$ cat src/rtl/seq_divider_if.sv
// rtl/seq_divider_if.sv - operand/result handshake bundle for seq_divider
interface seq_divider_if #(
  parameter int WIDTH = 16
);
  logic             start;
  logic [WIDTH-1:0] dividend;
  logic [WIDTH-1:0] divisor;
  logic             busy;
  logic             done;
  logic [WIDTH-1:0] quotient;
  logic [WIDTH-1:0] remainder;
  logic             div_by_zero;

  modport master (
    output start, dividend, divisor,
    input  busy, done, quotient, remainder, div_by_zero
  );

  modport slave (
    input  start, dividend, divisor,
    output busy, done, quotient, remainder, div_by_zero
  );
endinterface

$ cat src/rtl/seq_divider.sv
// rtl/seq_divider.sv - restoring divider, one quotient bit per cycle
// Optional macro SEQ_DIVIDER_SIGNED_EN selects two's complement operands.
module seq_divider #(
  parameter int WIDTH = 16
) (
  input logic          clk,
  input logic          rst,
  seq_divider_if.slave bus
);
  localparam int              CW       = $clog2(WIDTH) + 1;
  localparam logic [CW-1:0]   LAST_CNT = CW'(WIDTH);

  typedef enum logic [1:0] {IDLE, BUSY, DONE} state_t;

  state_t           state_q;
  logic [WIDTH-1:0] dvd_q, dsr_q, rem_q, quo_q;
  logic [WIDTH-1:0] quotient_q, remainder_q;
  logic [CW-1:0]    cnt_q;
  logic             busy_q, done_q, dbz_q;
`ifdef SEQ_DIVIDER_SIGNED_EN
  logic             quo_neg_q, rem_neg_q;
`endif

  logic [WIDTH:0]   shifted_d, diff_d;
  logic             borrow_d;
  logic [WIDTH-1:0] rem_d, quo_d, quo_res_d, rem_res_d, dvd_mag_d, dsr_mag_d;

  always_comb begin
    shifted_d            = {rem_q, dvd_q[WIDTH-1]};
    {borrow_d, diff_d}   = {1'b0, shifted_d} - {2'b00, dsr_q};
    rem_d                = borrow_d ? shifted_d[WIDTH-1:0] : diff_d[WIDTH-1:0];
    quo_d                = {quo_q[WIDTH-2:0], ~borrow_d};
`ifdef SEQ_DIVIDER_SIGNED_EN
    // a zero divisor keeps the raw dividend so it can be echoed as the remainder
    dvd_mag_d = (bus.dividend[WIDTH-1] && (bus.divisor != '0)) ? -bus.dividend : bus.dividend;
    dsr_mag_d = bus.divisor[WIDTH-1] ? -bus.divisor : bus.divisor;
    quo_res_d = quo_neg_q ? -quo_q : quo_q;
    rem_res_d = rem_neg_q ? -rem_q : rem_q;
`else
    dvd_mag_d = bus.dividend;
    dsr_mag_d = bus.divisor;
    quo_res_d = quo_q;
    rem_res_d = rem_q;
`endif
  end

  always_ff @(posedge clk) begin
    if (rst) begin
      state_q     <= IDLE;
      dvd_q       <= '0;
      dsr_q       <= '0;
      rem_q       <= '0;
      quo_q       <= '0;
      quotient_q  <= '0;
      remainder_q <= '0;
      cnt_q       <= '0;
      busy_q      <= 1'b0;
      done_q      <= 1'b0;
      dbz_q       <= 1'b0;
`ifdef SEQ_DIVIDER_SIGNED_EN
      quo_neg_q   <= 1'b0;
      rem_neg_q   <= 1'b0;
`endif
    end else begin
      done_q <= 1'b0;
      case (state_q)
        IDLE, DONE: begin
          if (bus.start) begin
            state_q <= BUSY;
            busy_q  <= 1'b1;
            dvd_q   <= dvd_mag_d;
            dsr_q   <= dsr_mag_d;
            rem_q   <= '0;
            quo_q   <= '0;
            dbz_q   <= (bus.divisor == '0);
            // zero divisor jumps the counter to its end so no iteration runs
            cnt_q   <= (bus.divisor == '0) ? LAST_CNT : '0;
`ifdef SEQ_DIVIDER_SIGNED_EN
            quo_neg_q <= bus.dividend[WIDTH-1] ^ bus.divisor[WIDTH-1];
            rem_neg_q <= bus.dividend[WIDTH-1];
`endif
          end else begin
            state_q <= IDLE;
          end
        end
        BUSY: begin
          if (cnt_q == LAST_CNT) begin
            state_q     <= DONE;
            busy_q      <= 1'b0;
            done_q      <= 1'b1;
            quotient_q  <= dbz_q ? '1 : quo_res_d;
            remainder_q <= dbz_q ? dvd_q : rem_res_d;
          end else begin
            rem_q <= rem_d;
            quo_q <= quo_d;
            dvd_q <= {dvd_q[WIDTH-2:0], 1'b0};
            cnt_q <= cnt_q + 1'b1;
          end
        end
        default: state_q <= IDLE;
      endcase
    end
  end

  assign bus.busy        = busy_q;
  assign bus.done        = done_q;
  assign bus.quotient    = quotient_q;
  assign bus.remainder   = remainder_q;
  assign bus.div_by_zero = dbz_q;
endmodule

$ cat src/flat_wrapper.sv
// flat-port wrapper written by rule: the top's interface ports become plain ports
module seq_divider_flat 
#(
  parameter int WIDTH = 16
)
  (clk, rst, bus_start, bus_dividend, bus_divisor, bus_busy, bus_done, bus_quotient, bus_remainder, bus_div_by_zero);
  seq_divider_if #(.WIDTH(WIDTH)) bus_i ();
  input logic clk;
  input logic rst;
  input wire logic [$bits(bus_i.start)-1:0] bus_start;
  input wire logic [$bits(bus_i.dividend)-1:0] bus_dividend;
  input wire logic [$bits(bus_i.divisor)-1:0] bus_divisor;
  output wire logic [$bits(bus_i.busy)-1:0] bus_busy;
  output wire logic [$bits(bus_i.done)-1:0] bus_done;
  output wire logic [$bits(bus_i.quotient)-1:0] bus_quotient;
  output wire logic [$bits(bus_i.remainder)-1:0] bus_remainder;
  output wire logic [$bits(bus_i.div_by_zero)-1:0] bus_div_by_zero;
  assign bus_i.start = bus_start;
  assign bus_i.dividend = bus_dividend;
  assign bus_i.divisor = bus_divisor;
  assign bus_busy = bus_i.busy;
  assign bus_done = bus_i.done;
  assign bus_quotient = bus_i.quotient;
  assign bus_remainder = bus_i.remainder;
  assign bus_div_by_zero = bus_i.div_by_zero;
  seq_divider #(.WIDTH(WIDTH)) u_core (.clk(clk), .rst(rst), .bus(bus_i));
endmodule
$ cat config.mk
export PLATFORM = sky130hd
export DESIGN_NAME = seq_divider_flat
export DESIGN_NICKNAME = d
export VERILOG_FILES = /design/src/rtl/seq_divider_if.sv /design/src/rtl/seq_divider.sv /design/src/flat_wrapper.sv
export SDC_FILE = /design/constraint.sdc
export NUM_CORES = 1
export LEC_CHECK = 0
export ABC_AREA = 1
export CORE_UTILIZATION = 32
export DETAILED_ROUTE_END_ITERATION = 8
export SLEW_MARGIN = 20
export SYNTH_ARGS = -nofsm -noshare
export SYNTH_HDL_FRONTEND = slang
export SYNTH_SLANG_ARGS = --single-unit
$ cat constraint.sdc
create_clock -name clk -period 2 [get_ports clk]
set_clock_uncertainty 0.05 [all_clocks]
set_input_delay 0.2 -clock clk [delete_from_list [all_inputs] [get_ports clk]]
set_output_delay 0.2 -clock clk [all_outputs]
set_load 0.01 [all_outputs]
# Word-level counts from Yosys, hierarchy flattened
# Index checks and enable logic that the tools add are counted.
word_totals:
  regBits: 106
op_classes:
  muxes: 22
  bitwise: 2
  n_addsub: 2
  reduce_logical: 9
  eq_ne: 6
op_table:
  columns: ["cell", "count"]
  rows:
  - ["16-bit two-way mux", 8]
  - ["16-bit one-hot mux with 2 select lines", 3]
  - ["17-bit by 16-bit subtractor with 18-bit output", 1]
  - ["16-bit logical NOT", 1]
  - ["5-bit two-way mux", 3]
  - ["5-bit one-hot mux with 2 select lines", 1]
  - ["3-bit AND reduction", 2]
  - ["5-bit by 1-bit adder with 5-bit output, second input constant", 1]
  - ["5-bit equality test, second input constant", 1]
  - ["1-bit two-way mux", 4]
  - ["2-bit inequality test, second input constant", 2]
  - ["2-bit one-hot mux with 2 select lines", 1]
  - ["2-bit AND reduction", 2]
  - ["2-bit OR reduction", 2]
  - ["2-bit by 1-bit equality test with 1-bit output, second input constant", 1]
  - ["2-bit equality test, second input constant", 1]
  - ["2-bit logical NOT", 1]
  - ["2-bit two-way mux", 1]
  - ["2-bit by 1-bit inequality test with 1-bit output, second input constant", 1]
  - ["1-bit NOT", 2]
  - ["1-bit one-hot mux with 2 select lines", 1]
  - ["2-bit nonzero test", 1]

# Logic depth before layout (Yosys ltp)
depth:
  depth_word: 4
  mapped_depth: 15

# Least setup slack after synthesis
# Ideal clock, no wire load.
synth_timing:
  path_kind: "register to register"
  startpoint: "register u_core.dvd_q[15]"
  endpoint: "register u_core.rem_q[8]"
  setup_ps: 68
  path_stages_with_launch: 16
  setup_slack_ps: 233
  t_arrival_ps: 1649
  synth_period_minus_slack_ps: 1767
  required_ps: 1882
  path_cell_list: "dfxtp_1 inv_1 ha_1 inv_1 fa_1 nand2_1 nand3_1 nand2_1 inv_1 nand2_1 nand3_1 nand2_1 nand2_1 nand2_2 nand3_2 a21oi_2"
synth_between:
  elab_chain_cells: 4
synth_rtl:
  columns: ["item", "line", "source"]
  rows:
  - ["start, declared", "seq_divider.sv:16", "logic [WIDTH-1:0] dvd_q, dsr_q, rem_q, quo_q;"]
  - ["start signal, assigned", "seq_divider.sv:71", "dvd_q <= dvd_mag_d;"]
  - ["start signal, assigned", "seq_divider.sv:96", "dvd_q <= {dvd_q[WIDTH-2:0], 1'b0};"]
  - ["17-bit by 16-bit subtractor with 18-bit output", "seq_divider.sv:30", "{borrow_d, diff_d} = {1'b0, shifted_d} - {2'b00, dsr_q};"]
  - ["16-bit two-way mux", "seq_divider.sv:31", "rem_d = borrow_d ? shifted_d[WIDTH-1:0] : diff_d[WIDTH-1:0];"]
  - ["16-bit two-way mux", "seq_divider.sv:87", "if (cnt_q == LAST_CNT) begin"]
  - ["16-bit one-hot mux with 2 select lines", "seq_divider.sv:66", "case (state_q)"]
  - ["end signal, assigned", "seq_divider.sv:94", "rem_q <= rem_d;"]
  - ["end, declared", "seq_divider.sv:16", null]
# Every way passes these cells. The select of a mux whose other input is x is not followed.
# A chain may end at the register's enable or synchronous reset.

# Worst setup path after layout
layout_timing:
  startpoint: "register u_core.dsr_q[14]"
  endpoint: "register u_core.rem_q[8]"
layout_between:
  elab_chain_cells: 4
layout_rtl:
  columns: ["item", "line", "source"]
  rows:
  - ["start, declared", "seq_divider.sv:16", null]
  - ["start signal, assigned", "seq_divider.sv:72", "dsr_q <= dsr_mag_d;"]
  - ["17-bit by 16-bit subtractor with 18-bit output", "seq_divider.sv:30", null]
  - ["16-bit two-way mux", "seq_divider.sv:31", null]
  - ["16-bit two-way mux", "seq_divider.sv:87", null]
  - ["16-bit one-hot mux with 2 select lines", "seq_divider.sv:66", null]
# Every way passes these cells. The select of a mux whose other input is x is not followed.

==> impl_results.md <==
- Clock sinks: 106
- Synth area leader: dfxtp_1
- Min Tclk post-route: 1.90 ns
- Total vias in the final route: 5,011
- Async S/R FF share, synth: 0%
- Vias per Instance: 4.80
- R2R Setup Slk: 0.1 ns
- Final WS setup: 0.0974 ns
- Final GP Congestion: 0.862
- Status: completed
- Max-slew violations: 0
- Avg Cell Area, Syn: 7.46 sq um
- Max clock buf depth: 2
- Remaining DRCs: 0
- DP Worst Slack: 0.0334 ns
- Crit path kind: flip-flop to flip-flop
- Final HPWL DP: 10.7 mm
- Area share of the largest cell type after synthesis: 39.1%
- Critical Path AT: 2.15 ns
- Number of global-route vias before repair: 4,705
- Hold path depth: 3
- Yosys cell types: 38
- Routed WL: 14.7 mm
- I/O pins: 70
- Synth Net Count: 781
- Synthesis-stage register bit count: 106
- Std cell rows: 47
- Post-synthesis sequential area ratio: 39.1%
- CP Data Required Time: 2.24 ns
- Main synth FF type: dfxtp_1
- Port Buf Inserts: 69
- HP Class: input pin to flip-flop
- Die height: 132 um
- Grt ovf: 0
- Final worst path period share: 95.1%
- Largest net degree at the start of global routing: 45
- First-pass GRT wire length: 23.7 mm
- RR Endpoint: u_core.rem_q[8]$_SDFFE_PP0P_
- Depth of the CTS H-tree: 3
- Clk_lat worst skew: 0.36 ns
- Worst-Margin Slew: 0.954 ns
- Root buffer cell: clkbuf_16
- Layout cell share with drive strength beyond 1: 20.0%
- Max capacitance violation total: 0
- Crit path max fanout: 8
- Final setup violation count: 0
- Die span in x: 132 um
- Maximum vdd drop: 0.715 mV
- CTS buffer count: 9
- Reg2Reg Launch Point: u_core.dsr_q[14]$_SDFFE_PP0P_
- Core box area: 0.0166 sq mm
- Min-delay src: bus_dividend[12]
- Final Cell Area: 0.00707 sq mm
- Pwr Total: 8.21 mW
- Post-CTS Hold Buffers: 0
- Antenna fix cells: 0
- Yosys warns: 0
- PD cells: 1160 mW/mm^2
- Synth Cell Area: 0.00543 sq mm
- Final hold vios: 0
- Post-route ant nets: 0
- Synth area leaders: dfxtp_1 39%, nand2_1 12%, o21ai_0 6.3%, inv_1 6.1%, a31oi_1 5.2%
- CP endpoint kind: flip-flop
- Hold endpoint: u_core.dvd_q[12]$_SDFFE_PP0P_
- Area Overhead vs Synth: 30.3%
- Initial antenna violation count: 0
- Pleak: 2.90 nW
- Post-synth EDFFs: 0
- Slew margin rel.: 36.3%
- FMAX: 526 MHz
- Crit start category: flip-flop
- Nets@finish: 874
- Post-Syn Instances: 727
- Global router's overall resource usage: 16.9%
- Initial Util: 32.7%
- TritonCTS clock tree: done
- Worst-path clk slew: 0.08 ns
- Post-place instance area: 0.00653 sq mm
- DR iter-0 viols: 319
- Worst r2r path cells: 10
- Routed len/inst: 14.1 um
- Die area: 0.0175 sq mm
- Detailed Routing Iterations Pass 1: 4
==> worst max-delay path: stages, from the launching register on <==
cell	delay, ns
dfxtp_1	0.31
inv_1	0.06
ha_1	0.37
nand4_1	0.16
buf_4	0.18
nor2_4	0.12
nand2_4	0.13
buf_8	0.17
nand3_2	0.07
nand3_2	0.08
a21oi_2	0.13
==> flip-flops by register name, indices dropped and copies added, names as in the netlist <==
register,count
u_core.dsr_q,16
u_core.bus.remainder,16
u_core.bus.quotient,16
u_core.quo_q,16
u_core.bus.div_by_zero,1
u_core.bus.done,1
u_core.cnt_q,5
u_core.state_q,2
u_core.bus.busy,1
u_core.dvd_q,16
u_core.rem_q,16
==> cell families (layout without fill, tap and decap cells) <==
logic type                 after synthesis  in the layout  synth area share, %
and+or+nand+nor                        289            291                 26.7
AOI/OAI and AO/OA                      176            176                 18.6
buffers and inverters                  132            228                 10.2
DFF                                    106            106                 39.1
adders and majority gates               19             19                 4.52
xor gates and xnor gates                 5              5                0.807
==> repair_timing <==
action | 4_1_cts | 5_1_grt
buffers inserted | 0 | 7
setup endpoints to repair | 0 | 15
resized for setup | 0 | 35
==> report_power, final <==
group	internal, mW	switching, mW
clock network	0.930	0.853
logic	1.68	2.30
registers	2.28	0.158
total	4.90	3.31
==> layer usage <==
| metal | part of all wire (%) | vias to the layer above | track usage, % |
|---|---|---|---|
| li1 | - | 2603 | - |
| met1 | 51 | 2296 | 23.5 |
| met2 | 44 | 99 | 26.5 |
| met3 | 3.8 | 13 | 3.96 |
| met4 | 1.1 | 0 | 3.96 |
| met5 | 0 | - | 0 |
==> Yosys cell counts, types with 4 or more instances <==
cell        n
clkbuf_1   17
a31oi_1    45
o21ai_1     4
o21ai_0    68
nor2_4      5
inv_2       6
nor3_1      5
nand2_1   173
a21oi_2    13
nand3_1    28
dfxtp_1   106
nand2_2    16
a21oi_1    29
nor2_1     17
ha_1       18
nor4_1      5
o22ai_1    16
inv_1      88
nand4_1     8
buf_2      10
nand3_2    24
==> stage by stage <==
stage | utilization (%) | TNS (ns) | std cells | hold WS (ns)
after floorplan | - | 0 | 727 | 0.229
after global placement | 39.4 | 0 | 1020 | 0.393
after detailed placement | 39.4 | 0 | 1020 | 0.404
after CTS | 41.2 | 0 | 1036 | 0.359
after global routing | 42.6 | -0.0619 | 1045 | 0.373
final | 42.6 | 0 | 1045 | 0.368
==> cell type report <==
type	count	area (sq um)
clock buffer	11	253
clock inverter	5	41.3
fill	1722	9510
inverter	97	368
multi-input combinational	491	2910
sequential	106	2130
tap	220	275
timing repair buffer	115	1100
==> worst max path at each step <==
stage / from / endpoint / slack (ns) / cells after the start
5_1_grt: u_core.dsr_q[14]$_SDFFE_PP0P_ / u_core.rem_q[8]$_SDFFE_PP0P_ / -0.02 / 10
4_1_cts: u_core.dsr_q[14]$_SDFFE_PP0P_ / u_core.rem_q[8]$_SDFFE_PP0P_ / 0.03 / 9
3_5_place_dp: u_core.dsr_q[14]$_SDFFE_PP0P_ / u_core.rem_q[8]$_SDFFE_PP0P_ / 0.03 / 9
2_1_floorplan: u_core.dvd_q[15]$_SDFFE_PP0P_ / u_core.rem_q[8]$_SDFFE_PP0P_ / 0.23 / 15
3_3_place_gp: u_core.dsr_q[14]$_SDFFE_PP0P_ / u_core.rem_q[8]$_SDFFE_PP0P_ / 0.06 / 9
6_report: u_core.dsr_q[14]$_SDFFE_PP0P_ / u_core.rem_q[8]$_SDFFE_PP0P_ / 0.1 / 10
==> cells in the final DEF, fill, tap and decap left out, types with 17 or more instances in the layout <==
master | Yosys | routed
a21oi_1 | 29 | 26
a31oi_1 | 45 | 45
buf_4 | 1 | 40
clkdlybuf4s50_1 | 0 | 69
dfxtp_1 | 106 | 103
inv_1 | 88 | 85
nand2_1 | 173 | 167
nand2_2 | 16 | 21
nand3_1 | 28 | 24
nand3_2 | 24 | 28
nor2_1 | 17 | 17
o21ai_0 | 68 | 68
No activity file was read; power rests on OpenSTA's default activity.
